<file path="config.mk">
export PLATFORM = sky130hd
export DESIGN_NAME = serializer
export DESIGN_NICKNAME = d
export VERILOG_FILES = /design/src/rtl/ser_pkg.sv /design/src/rtl/serializer.sv
export SDC_FILE = /design/constraint.sdc
export NUM_CORES = 1
export LEC_CHECK = 0
export CAP_MARGIN = 20
export CORE_MARGIN = 5
export CORE_UTILIZATION = 52
export CTS_BUF_LIST = sky130_fd_sc_hd__clkbuf_4 sky130_fd_sc_hd__clkbuf_8
export CTS_CLUSTER_SIZE = 8
export DETAILED_ROUTE_END_ITERATION = 12
export PLACE_DENSITY_LB_ADDON = 0.12
export SYNTH_ARGS = -nofsm -noshare
export SYNTH_HDL_FRONTEND = slang
export SYNTH_SLANG_ARGS = --single-unit
export TNS_END_PERCENT = 5
</file>
<file path="constraint.sdc">
create_clock -name clk_i -period 2.7 [get_ports clk_i]
set_clock_uncertainty 0.15 [all_clocks]
set_input_delay 0.27 -clock clk_i [delete_from_list [all_inputs] [get_ports clk_i]]
set_output_delay 0.27 -clock clk_i [all_outputs]
set_load 0.03 [all_outputs]
</file>
<file path="src/rtl/ser_pkg.sv">
// Shared types and helpers for the serializer.
//   ser_state_t : FSM encoding (IDLE, SEND)
//   ser_len     : maps a bit-count field to a word length, 0 meaning the full width
package ser_pkg;

  typedef enum logic {
    IDLE = 1'b0,
    SEND = 1'b1
  } ser_state_t;

  // A zero count encodes "all bits" so the field never needs an extra bit.
  function automatic int unsigned ser_len(input int unsigned mod, input int unsigned width);
    return (mod == 0) ? width : mod;
  endfunction

endpackage

</file>
<file path="src/rtl/serializer.sv">
// Parallel-to-serial converter, one bit per clock with a per-bit valid strobe.
// Optional build macro: SER_LSB_FIRST_EN (LSB first over the N most-significant
// bits; MSB first when undefined). Timing is identical in both builds.
// Ports:
//   clk_i          clock
//   srst_i         synchronous reset, active-high
//   data_i         parallel word to serialize
//   data_mod_i     number of bits to send; 0 means SER_W bits
//   data_val_i     data_i/data_mod_i valid this cycle (ignored while busy)
//   ser_data_o     serial data bit (0 when not valid)
//   ser_data_val_o serial bit valid
//   busy_o         word in progress (equals SEND state)
module serializer
  import ser_pkg::*;
#(
  parameter int unsigned SER_W = 16,
  parameter int unsigned MOD_W = $clog2(SER_W)
) (
  input  logic             clk_i,
  input  logic             srst_i,
  input  logic [SER_W-1:0] data_i,
  input  logic [MOD_W-1:0] data_mod_i,
  input  logic             data_val_i,
  output logic             ser_data_o,
  output logic             ser_data_val_o,
  output logic             busy_o
);

  localparam int unsigned CNT_W = MOD_W + 1;

  ser_state_t       state_q, state_d;
  logic [SER_W-1:0] shift_q, shift_d;
  logic [CNT_W-1:0] cnt_q, cnt_d;
  logic             ser_data_q, ser_data_d;
  logic             ser_val_q, ser_val_d;

  int unsigned      n_len;
  logic [SER_W-1:0] aligned;

  // State and datapath registers; reset wins over any input activity.
  always_ff @(posedge clk_i) begin
    if (srst_i) begin
      state_q    <= IDLE;
      shift_q    <= '0;
      cnt_q      <= '0;
      ser_data_q <= 1'b0;
      ser_val_q  <= 1'b0;
    end else begin
      state_q    <= state_d;
      shift_q    <= shift_d;
      cnt_q      <= cnt_d;
      ser_data_q <= ser_data_d;
      ser_val_q  <= ser_val_d;
    end
  end

  // Next-state and output logic. The first bit is produced at the accept
  // cycle so it is registered out one cycle later; cnt_q then holds the
  // number of bits still to send after the one currently on the output.
  always_comb begin
    state_d    = state_q;
    shift_d    = shift_q;
    cnt_d      = cnt_q;
    ser_data_d = 1'b0;
    ser_val_d  = 1'b0;
    n_len      = ser_len(32'(data_mod_i), SER_W);
`ifdef SER_LSB_FIRST_EN
    // Bring the N most-significant bits down to bit 0 so a right shift walks them upward.
    aligned    = data_i >> (SER_W - n_len);
`else
    aligned    = data_i;
`endif

    case (state_q)
      IDLE: begin
        if (data_val_i) begin
          state_d   = SEND;
          ser_val_d = 1'b1;
          cnt_d     = CNT_W'(n_len - 1);
`ifdef SER_LSB_FIRST_EN
          ser_data_d = aligned[0];
          shift_d    = {1'b0, aligned[SER_W-1:1]};
`else
          ser_data_d = aligned[SER_W-1];
          shift_d    = {aligned[SER_W-2:0], 1'b0};
`endif
        end
      end
      SEND: begin
        if (cnt_q == '0) begin
          state_d = IDLE;
        end else begin
          ser_val_d = 1'b1;
          cnt_d     = cnt_q - CNT_W'(1);
`ifdef SER_LSB_FIRST_EN
          ser_data_d = shift_q[0];
          shift_d    = {1'b0, shift_q[SER_W-1:1]};
`else
          ser_data_d = shift_q[SER_W-1];
          shift_d    = {shift_q[SER_W-2:0], 1'b0};
`endif
        end
      end
      default: state_d = IDLE;
    endcase
  end

  assign ser_data_o     = ser_data_q;
  assign ser_data_val_o = ser_val_q;
  assign busy_o         = (state_q == SEND);

endmodule

</file>
==> results.sh, run 1 <==
export IMPL_outcome="finished clean"
export IMPL_synth_area_um2=1240
export IMPL_cts_max_path_buffers=2
export IMPL_num_vias=977
export IMPL_setup_worst_path_end_class="output port"
export IMPL_ios=26
export IMPL_fill_cells=193
export IMPL_nNetsFinal=168
export IMPL_wl_per_cell_um=14.0
export IMPL_initial_core_util_pct=55.2
export IMPL_worstSetupPathType="flop to output port"
export IMPL_syn_nets=144
export IMPL_r2r_slack_ns=0.58
export IMPL_avgSynthCellArea_um2=10.4
export IMPL_cts_hold_buf=0
export IMPL_drt_iter0_markers=25
export IMPL_cp_cell_sequence="clkdlybuf4s50_1"
export IMPL_synth_edf_count=0
export IMPL_yosysWarnings=0
export IMPL_crit_cells=1
export IMPL_setup_tns_ns=0
export IMPL_finalInstanceArea_um2=1520
export IMPL_multi_input_area_um2=721
export IMPL_post_route_period_util_pct=83.4
export IMPL_crit_required_ns=2.28
export IMPL_tightest_slew_ns=0.603
export IMPL_layout_drive_gt1_share_pct=25.2
export IMPL_leakagePower_nw=0.545
export IMPL_slew_violations=0
export IMPL_slowest_delay_ns=0.79
export IMPL_grt_max_degree=23
export IMPL_synthSimpleGateAreaFrac_pct=17.4
export IMPL_cts_tree="done"
export IMPL_n_antenna_cell=0
export IMPL_p_sw_share_pct=32.9
export IMPL_cts_buffers=3
export IMPL_reg2reg_to="cnt_q[2]"
export IMPL_htree_levels=1
export IMPL_synth_area_leader_cell="dfxtp_1"
export IMPL_grt_use_total_pct=15.0
export IMPL_r2r_start="ser_data_val_o"
export IMPL_fin_crit_ns=2.25
export IMPL_ff2ff_path_depth=4
export IMPL_arrival_ns=1.83
export IMPL_critical_path_startpoint_type="flop"
export IMPL_crit_slowest_cell="clkdlybuf4s50_1"
export IMPL_seqPwrFrac_pct=46.6
export IMPL_synth_compound_area_share_pct=25.2
export IMPL_hold_violations=0
export IMPL_clockRootBuffer="clkbuf_4"
export IMPL_placed_cell_area_um2=1480
export IMPL_rows=17
export IMPL_relSlewSlack_pct=59.8
export IMPL_combinationalPowerShare_pct=32.4
export IMPL_synth_ff_type="dfxtp_1"
export IMPL_total_power_mw=0.887
export IMPL_routed_wl_um=2390
export IMPL_grt_pass1_wl_um=4000
export IMPL_synth_mux_area_share_pct=13.7
export IMPL_synth_top_family_by_area="compound AO/OA/AOI/OAI gates"
export IMPL_synth_seq_area_share_pct=35.4
export IMPL_hpwl_um=1730
export IMPL_drt_first_pass_iters=4
export IMPL_clockPowerShare_pct=21.0
export IMPL_yosysTopAreaCellShare_pct=35.4
export IMPL_min_path_type="flop to flop"
export IMPL_fmax_ghz=0.444
export IMPL_cp_startpoint="ser_data_val_o"
export IMPL_drc_errors=0
export IMPL_p_sw_mw=0.292
export IMPL_clk_pin_slew_ns=0.13
export IMPL_p_int_mw=0.595
export IMPL_irDropWorstVdd_mv=0.486
export IMPL_crit_family="buffers and inverters"
export IMPL_cellPowerDensity_nw_per_um2=585
export IMPL_synth_area_leaders="dfxtp_1 (35%), a211oi_2 (14%), mux2i_1 (14%)"
export IMPL_grt_setup_unrepaired="no"
export IMPL_post_cts_buffers=0
export IMPL_ant_nets=0
export IMPL_ys_types=35
export IMPL_area_growth_pct=21.9
export IMPL_cts_resized=0
export IMPL_worstSetupEndpoint="busy_o"
export IMPL_die_h_um=58.9
export IMPL_async_flop_share_pct=0
export IMPL_die_w_um=58.9
export IMPL_gp_congestion=0.748
export IMPL_antenna_found_initial=0
export IMPL_synth_seq_cells=22
export IMPL_setup_viol=0
export IMPL_synth_fa_ha_area_share_pct=1.01
export IMPL_cts_sinks=22
export IMPL_maxCapViolCount=0
export IMPL_cp_num_buf_inv=1
export IMPL_via_per_inst=5.71
export IMPL_synthXorXnorAreaFrac_pct=0.704
export IMPL_grt_overflow_total=0
export IMPL_regArea_um2=440
export IMPL_clock_latency_ns=0.31
export IMPL_fp_dieArea_um2=3470
export IMPL_path_max_fanout=15
export IMPL_port_buffers=25
export IMPL_syn_inst=120
export IMPL_grt_pass1_vias=897
export IMPL_coreArea_um2=2250
==> per-stage QoR <==
step / hold WS (ns) / worst slack, ns / utilization, % / std cells
final: 0.378 / 0.448 / 67.3 / 171
after global routing: 0.400 / 0.354 / 67.3 / 171
after CTS: 0.383 / 0.442 / 67.3 / 171
after detailed placement: 0.364 / 0.604 / 65.6 / 167
after global placement: 0.355 / 0.666 / 65.6 / 167
after floorplan: 0.192 / 0.543 / - / 120
==> how the worst min path moves through the flow <==
stage / start / endpoint / slack [ns] / cells after the start
2_1_floorplan: srst_i / ser_data_val_o / 0.19 / 1
3_3_place_gp: shift_q[15] / ser_data_o / 0.36 / 2
3_5_place_dp: shift_q[11] / shift_q[11] / 0.36 / 2
4_1_cts: shift_q[11] / shift_q[11] / 0.38 / 2
5_1_grt: shift_q[10] / shift_q[10] / 0.40 / 2
6_report: shift_q[11] / shift_q[11] / 0.38 / 2
==> power groups by stage <==
| stage | Clock [mW] | Combinational [mW] | Sequential (mW) |
|---|---|---|---|
| final | 0.187 | 0.287 | 0.413 |
| after global routing | 0.210 | 0.314 | 0.421 |
| after CTS | 0.194 | 0.291 | 0.413 |
| after detailed placement | 0 | 0.290 | 0.420 |
| after global placement | 0 | 0.283 | 0.419 |
| after floorplan | 0 | 0.234 | 0.412 |
==> routing by layer <==
layer / share of wire (%) / wire (µm) / global-route usage (%) / vias up
met5: 0 / 0 / 0 / -
met4: 0.59 / 14 / 2.91 / 0
met3: 6.9 / 166 / 5.48 / 2
li1: - / - / - / 487
met1: 45 / 1070 / 17.9 / 460
met2: 48 / 1140 / 25.7 / 28
==> final cells by class <==
class	count	share of cell area [%]
multi-input combinational	87	47.5
clock buffer	4	2.39
sequential	22	29.0
tap	28	2.31
inverter	1	0.248
timing repair buffer	29	18.5
==> flip-flops by register name (all words and copies together) (netlist names) <==
name            cells
ser_data_val_o      1
cnt_q               5
shift_q            15
ser_data_o          1
==> cell families (layout without fill, tap and decap cells) <==
kind of cell	Yosys count	count (layout)
AO/OA/AOI/OAI	33	33
XOR/XNOR	1	1
adder cells (fa/ha/maj)	1	1
buffers and inverters	11	34
flip-flops	22	22
multiplexers	17	17
AND/OR/NAND/NOR	35	35
==> synthesized netlist by cell type, types with 3 or more instances <==
| library cell | instances |
|---|---|
| dfxtp_1 | 22 |
| mux2i_1 | 17 |
| a211oi_2 | 14 |
| nor2_2 | 10 |
| nor2_1 | 9 |
| a21oi_1 | 5 |
| buf_6 | 4 |
| nand2_1 | 4 |
| buf_4 | 3 |
==> cell usage in the layout (no fill, tap or decap), drive strengths merged <==
cell	instances
a21boi	1
buf	4
nor3	3
nor3b	1
clkbuf	4
nand2	4
a21o	1
a22oi	1
nor2	20
a211oi	16
nor2b	2
o31ai	1
o21bai	1
ha	1
a311oi	1
nor4b	1
o21ai	2
nor4	1
a31oi	1
dfxtp	22
mux2i	17
nand4b	1
a2bb2oi	1
nand2b	2
a2111oi	1
a21oi	6
xnor2	1
inv	1
clkdlybuf4s50	25
(Power assumes the default switching activity.)
==> run 2: changes to the inputs <==
- clock period: 2.7 -> 2.2 ns (I/O delays scaled with it)
==> results.sh, run 2 (synthesis gave the netlist of run 1 again) <==
export IMPL_placed_cell_area_um2=1490
export IMPL_drt_iter0_markers=26
export IMPL_drc_errors=0
export IMPL_grt_use_total_pct=14.9
export IMPL_layout_commonest_cell="clkdlybuf4s50_1"
export IMPL_post_cts_buffers=0
export IMPL_grt_max_degree=31
export IMPL_place_inst=166
export IMPL_via_per_inst=5.60
export IMPL_hold_violations=0
export IMPL_irDropWorstVdd_mv=0.729
export IMPL_htree_levels=1
export IMPL_layout_drive_gt1_share_pct=26.1
export IMPL_min_path_type="flop to flop"
export IMPL_worstSetupPathType="flop to flop"
export IMPL_cts_max_path_buffers=2
export IMPL_drt_first_pass_iters=4
export IMPL_fmax_ghz=0.531
export IMPL_routed_wl_um=2400
export IMPL_fp_dieArea_um2=3470
export IMPL_gp_congestion=0.819
export IMPL_cts_sinks=22
export IMPL_ant_nets=0
export IMPL_maxCapViolCount=0
export IMPL_coreArea_um2=2250
export IMPL_final_cell_mix="clkdlybuf4s50_1 (23), dfxtp_1 (22), mux2i_1 (17)"
export IMPL_cellPowerDensity_nw_per_um2=758
export IMPL_area_growth_pct=24.2
export IMPL_wl_per_cell_um=14.1
export IMPL_r2r_start="ser_data_val_o"
export IMPL_n_antenna_cell=0
export IMPL_leakagePower_nw=0.560
export IMPL_die_w_um=58.9
export IMPL_grt_pass1_wl_um=4100
export IMPL_cts_tree="done"
export IMPL_arrival_ns=1.93
export IMPL_hpwl_um=1790
export IMPL_path_max_fanout=8
export IMPL_clk_pin_slew_ns=0.12
export IMPL_finalInstanceArea_um2=1550
export IMPL_fin_cells=170
export IMPL_worstHoldStart="shift_q[10]"
export IMPL_nNetsFinal=167
export IMPL_cts_resized=0
export IMPL_setup_viol=0
export IMPL_setup_tns_ns=0
export IMPL_clockRootBuffer="clkbuf_4"
export IMPL_num_vias=952
export IMPL_grt_overflow_total=0
export IMPL_ios=26
export IMPL_setup_worst_path_end_class="flop"
export IMPL_cts_hold_buf=0
export IMPL_largest_register_ffs=15
export IMPL_crit_required_ns=2.25
export IMPL_cp_startpoint="ser_data_val_o"
export IMPL_die_h_um=58.9
export IMPL_post_route_period_util_pct=85.6
export IMPL_critical_path_startpoint_type="flop"
export IMPL_relSlewSlack_pct=63.5
export IMPL_initial_core_util_pct=55.2
export IMPL_slew_violations=0
export IMPL_fin_crit_ns=1.88
export IMPL_antenna_found_initial=0
export IMPL_outcome="finished clean"
export IMPL_largestRegisters="shift_q: 15 flops, cnt_q: 5 flops"
export IMPL_final_setup_worst_slack_ns=0.318
export IMPL_clock_latency_ns=0.30
export IMPL_pre_cts_ws_ns=0.270
export IMPL_top_register="shift_q"
export IMPL_grt_setup_unrepaired="no"
export IMPL_cts_buffers=3
export IMPL_port_buffers=25
export IMPL_grt_pass1_vias=955
export IMPL_rows=17
export IMPL_tightest_slew_ns=0.546
export IMPL_fill_cells=197
## run 2: path summary, 6_finish.rpt
check / cells after the start / slack, ns / end
worst max-delay path: 5 / 0.32 / cnt_q[4]
worst min-delay path: 2 / 0.38 / shift_q[10]
worst min register to register: 2 / 0.38 / shift_q[10]
worst max register to register: 5 / 0.32 / cnt_q[4]
## run 2: critical path: stages, from the launching register on
cell      delay [ns]
dfxtp_1         0.52
mux2i_1         0.28
ha_1            0.30
o21bai_1        0.17
a21oi_1         0.09
nor4_1          0.27
## run 2: final cells by class
| class | count | area, µm² | area share (%) |
|---|---|---|---|
| clock buffer | 3 | 22.5 | 1.46 |
| clock inverter | 1 | 30.0 | 1.94 |
| inverter | 1 | 3.75 | 0.243 |
| multi-input combinational | 87 | 721 | 46.6 |
| sequential | 22 | 440 | 28.5 |
| tap | 28 | 35.0 | 2.27 |
| timing repair buffer | 28 | 293 | 18.9 |
## run 2: where the power goes
part           switching (mW)  total [mW]  internal (mW)
combinational           0.185       0.367          0.181
clock                   0.117       0.301          0.184
sequential             0.0503       0.503          0.453
total                   0.353        1.17          0.818
## run 2: routing by layer
layer | GRT usage, % | wire length [µm] | up-vias
met5 | 0 | 0 | -
li1 | - | - | 487
met4 | 6.15 | 17 | 0
met2 | 25.1 | 1150 | 26
met1 | 18.6 | 1070 | 437
met3 | 2.85 | 159 | 2
## run 2: through the flow
step | power [mW] | hold slack [ns] | utilization (%)
after floorplan | 0.793 | 0.142 | -
after global placement | 0.867 | 0.354 | 66.2
after detailed placement | 0.880 | 0.355 | 66.2
after CTS | 1.19 | 0.375 | 68.5
after global routing | 1.24 | 0.384 | 68.5
final | 1.17 | 0.382 | 68.5
==> run 3: changes to the inputs <==
- CTS_CLUSTER_DIAMETER: not set -> 60
- PLACE_DENSITY: not set -> 0.78
- PLACE_DENSITY_LB_ADDON: 0.12 -> not set
==> results.sh, run 3 (synthesis gave the netlist of run 1 again) <==
export IMPL_htree_levels=1
export IMPL_cts_resized=0
export IMPL_nNetsFinal=168
export IMPL_cp_cell_sequence="buf_4, buf_4, a21boi_0, a2bb2oi_1, nor2_1"
export IMPL_crit_required_ns=2.23
export IMPL_rows=17
export IMPL_gp_congestion=0.813
export IMPL_post_cts_buffers=0
export IMPL_top_register="shift_q"
export IMPL_placed_cell_area_um2=1490
export IMPL_grt_overflow_total=0
export IMPL_cpMostUsedCell="buf_4"
export IMPL_grt_pass1_wl_um=4170
export IMPL_die_h_um=58.9
export IMPL_combinationalPowerShare_pct=34.0
export IMPL_initial_core_util_pct=55.2
export IMPL_cts_tree="done"
export IMPL_fmax_ghz=0.554
export IMPL_fp_dieArea_um2=3470
export IMPL_slowest_delay_ns=0.42
export IMPL_clk_pin_slew_ns=0.12
export IMPL_cts_sinks=22
export IMPL_path_max_fanout=15
export IMPL_routed_wl_um=2470
export IMPL_seqPwrFrac_pct=45.8
export IMPL_arrival_ns=1.84
export IMPL_hold_violations=0
export IMPL_drc_errors=0
export IMPL_final_setup_worst_slack_ns=0.394
export IMPL_critical_path_startpoint_type="flop"
export IMPL_grt_use_total_pct=15.1
export IMPL_ios=26
export IMPL_hpwl_um=1840
export IMPL_clock_latency_ns=0.30
export IMPL_post_route_period_util_pct=82.1
export IMPL_cts_buffers=3
export IMPL_crit_slowest_cell="dfxtp_1"
export IMPL_outcome="finished clean"
export IMPL_largest_register_ffs=15
export IMPL_setup_viol=0
export IMPL_drt_iter0_markers=16
export IMPL_p_sw_share_pct=32.7
export IMPL_clockRootBuffer="clkbuf_4"
export IMPL_coreArea_um2=2250
export IMPL_slew_violations=0
export IMPL_largestRegisters="shift_q: 15 flops, cnt_q: 5 flops"
export IMPL_wl_per_cell_um=14.4
export IMPL_clockPowerShare_pct=20.2
export IMPL_relSlewSlack_pct=66.7
export IMPL_grt_max_degree=31
export IMPL_leakagePower_nw=0.553
export IMPL_layout_drive_gt1_share_pct=26.6
export IMPL_num_vias=958
export IMPL_die_w_um=58.9
export IMPL_drt_first_pass_iters=4
export IMPL_fin_crit_ns=1.81
export IMPL_p_sw_mw=0.357
export IMPL_worstSetupPathType="flop to flop"
export IMPL_final_cell_mix="clkdlybuf4s50_1 (23), dfxtp_1 (22), mux2i_1 (17)"
export IMPL_maxCapViolCount=0
export IMPL_tightest_slew_ns=0.499
export IMPL_setup_worst_path_end_class="flop"
export IMPL_total_power_mw=1.09
export IMPL_grt_pass1_vias=934
export IMPL_area_growth_pct=22.5
export IMPL_grt_setup_unrepaired="no"
export IMPL_via_per_inst=5.60
export IMPL_cts_max_path_buffers=2
export IMPL_layout_commonest_cell="clkdlybuf4s50_1"
export IMPL_antenna_found_initial=0
export IMPL_cellPowerDensity_nw_per_um2=717
export IMPL_fill_cells=194
export IMPL_ant_nets=0
export IMPL_cts_hold_buf=0
export IMPL_finalInstanceArea_um2=1520
export IMPL_port_buffers=25
export IMPL_utilization_pct=67.6
export IMPL_setup_tns_ns=0
export IMPL_irDropWorstVdd_mv=0.479
export IMPL_n_antenna_cell=0
export IMPL_min_path_type="flop to flop"
export IMPL_p_int_mw=0.735
export IMPL_pre_cts_ws_ns=0.258
[run 3: power by group through the flow]
| stage | Combinational, mW | Clock, mW | Sequential, mW |
|---|---|---|---|
| 2_1_floorplan | 0.287 | 0 | 0.505 |
| 3_3_place_gp | 0.361 | 0 | 0.507 |
| 3_5_place_dp | 0.372 | 0 | 0.509 |
| 4_1_cts | 0.374 | 0.226 | 0.501 |
| 5_1_grt | 0.405 | 0.250 | 0.509 |
| 6_report | 0.371 | 0.221 | 0.500 |
[run 3: final timing paths]
| check | endpoint | from | slack [ns] | depth (start not counted) |
|---|---|---|---|---|
| worst max-delay path | shift_q[1] | ser_data_val_o | 0.39 | 5 |
| worst min-delay path | shift_q[6] | shift_q[6] | 0.37 | 2 |
| worst max register to register | shift_q[1] | ser_data_val_o | 0.39 | 5 |
| worst min register to register | shift_q[6] | shift_q[6] | 0.37 | 2 |
[run 3: cell type report]
cell class                      instances  area [µm²]  share of cell area, %
Clock buffer                            4        36.3                   2.38
Inverter                                1        3.75                  0.246
Multi-Input combinational cell         87         721                   47.3
Sequential cell                        22         440                   28.9
Tap cell                               28        35.0                   2.30
Timing Repair Buffer                   29         288                   18.9
[run 3: metrics by stage]
stage               std cells  hold slack (ns)
floorplan                 120            0.142
global placement          167            0.340
detailed placement        167            0.351
CTS                       171            0.379
global route              171            0.394
finish                    171            0.374
[run 3: worst max-delay path, delay by kind of cell, from the launching register on]
kind,cells,cell delay [ns]
AOI/OAI and AO/OA,2,0.55
buffers and inverters,2,0.51
DFF,1,0.42
and+or+nand+nor,1,0.06
[run 3: routing by layer]
metal	up-vias	share of wire [%]	track usage [%]
li1	489	-	-
met1	443	47	21.2
met2	24	47	23.8
met3	2	4.7	3.29
met4	0	0.65	2.91
met5	-	0	0
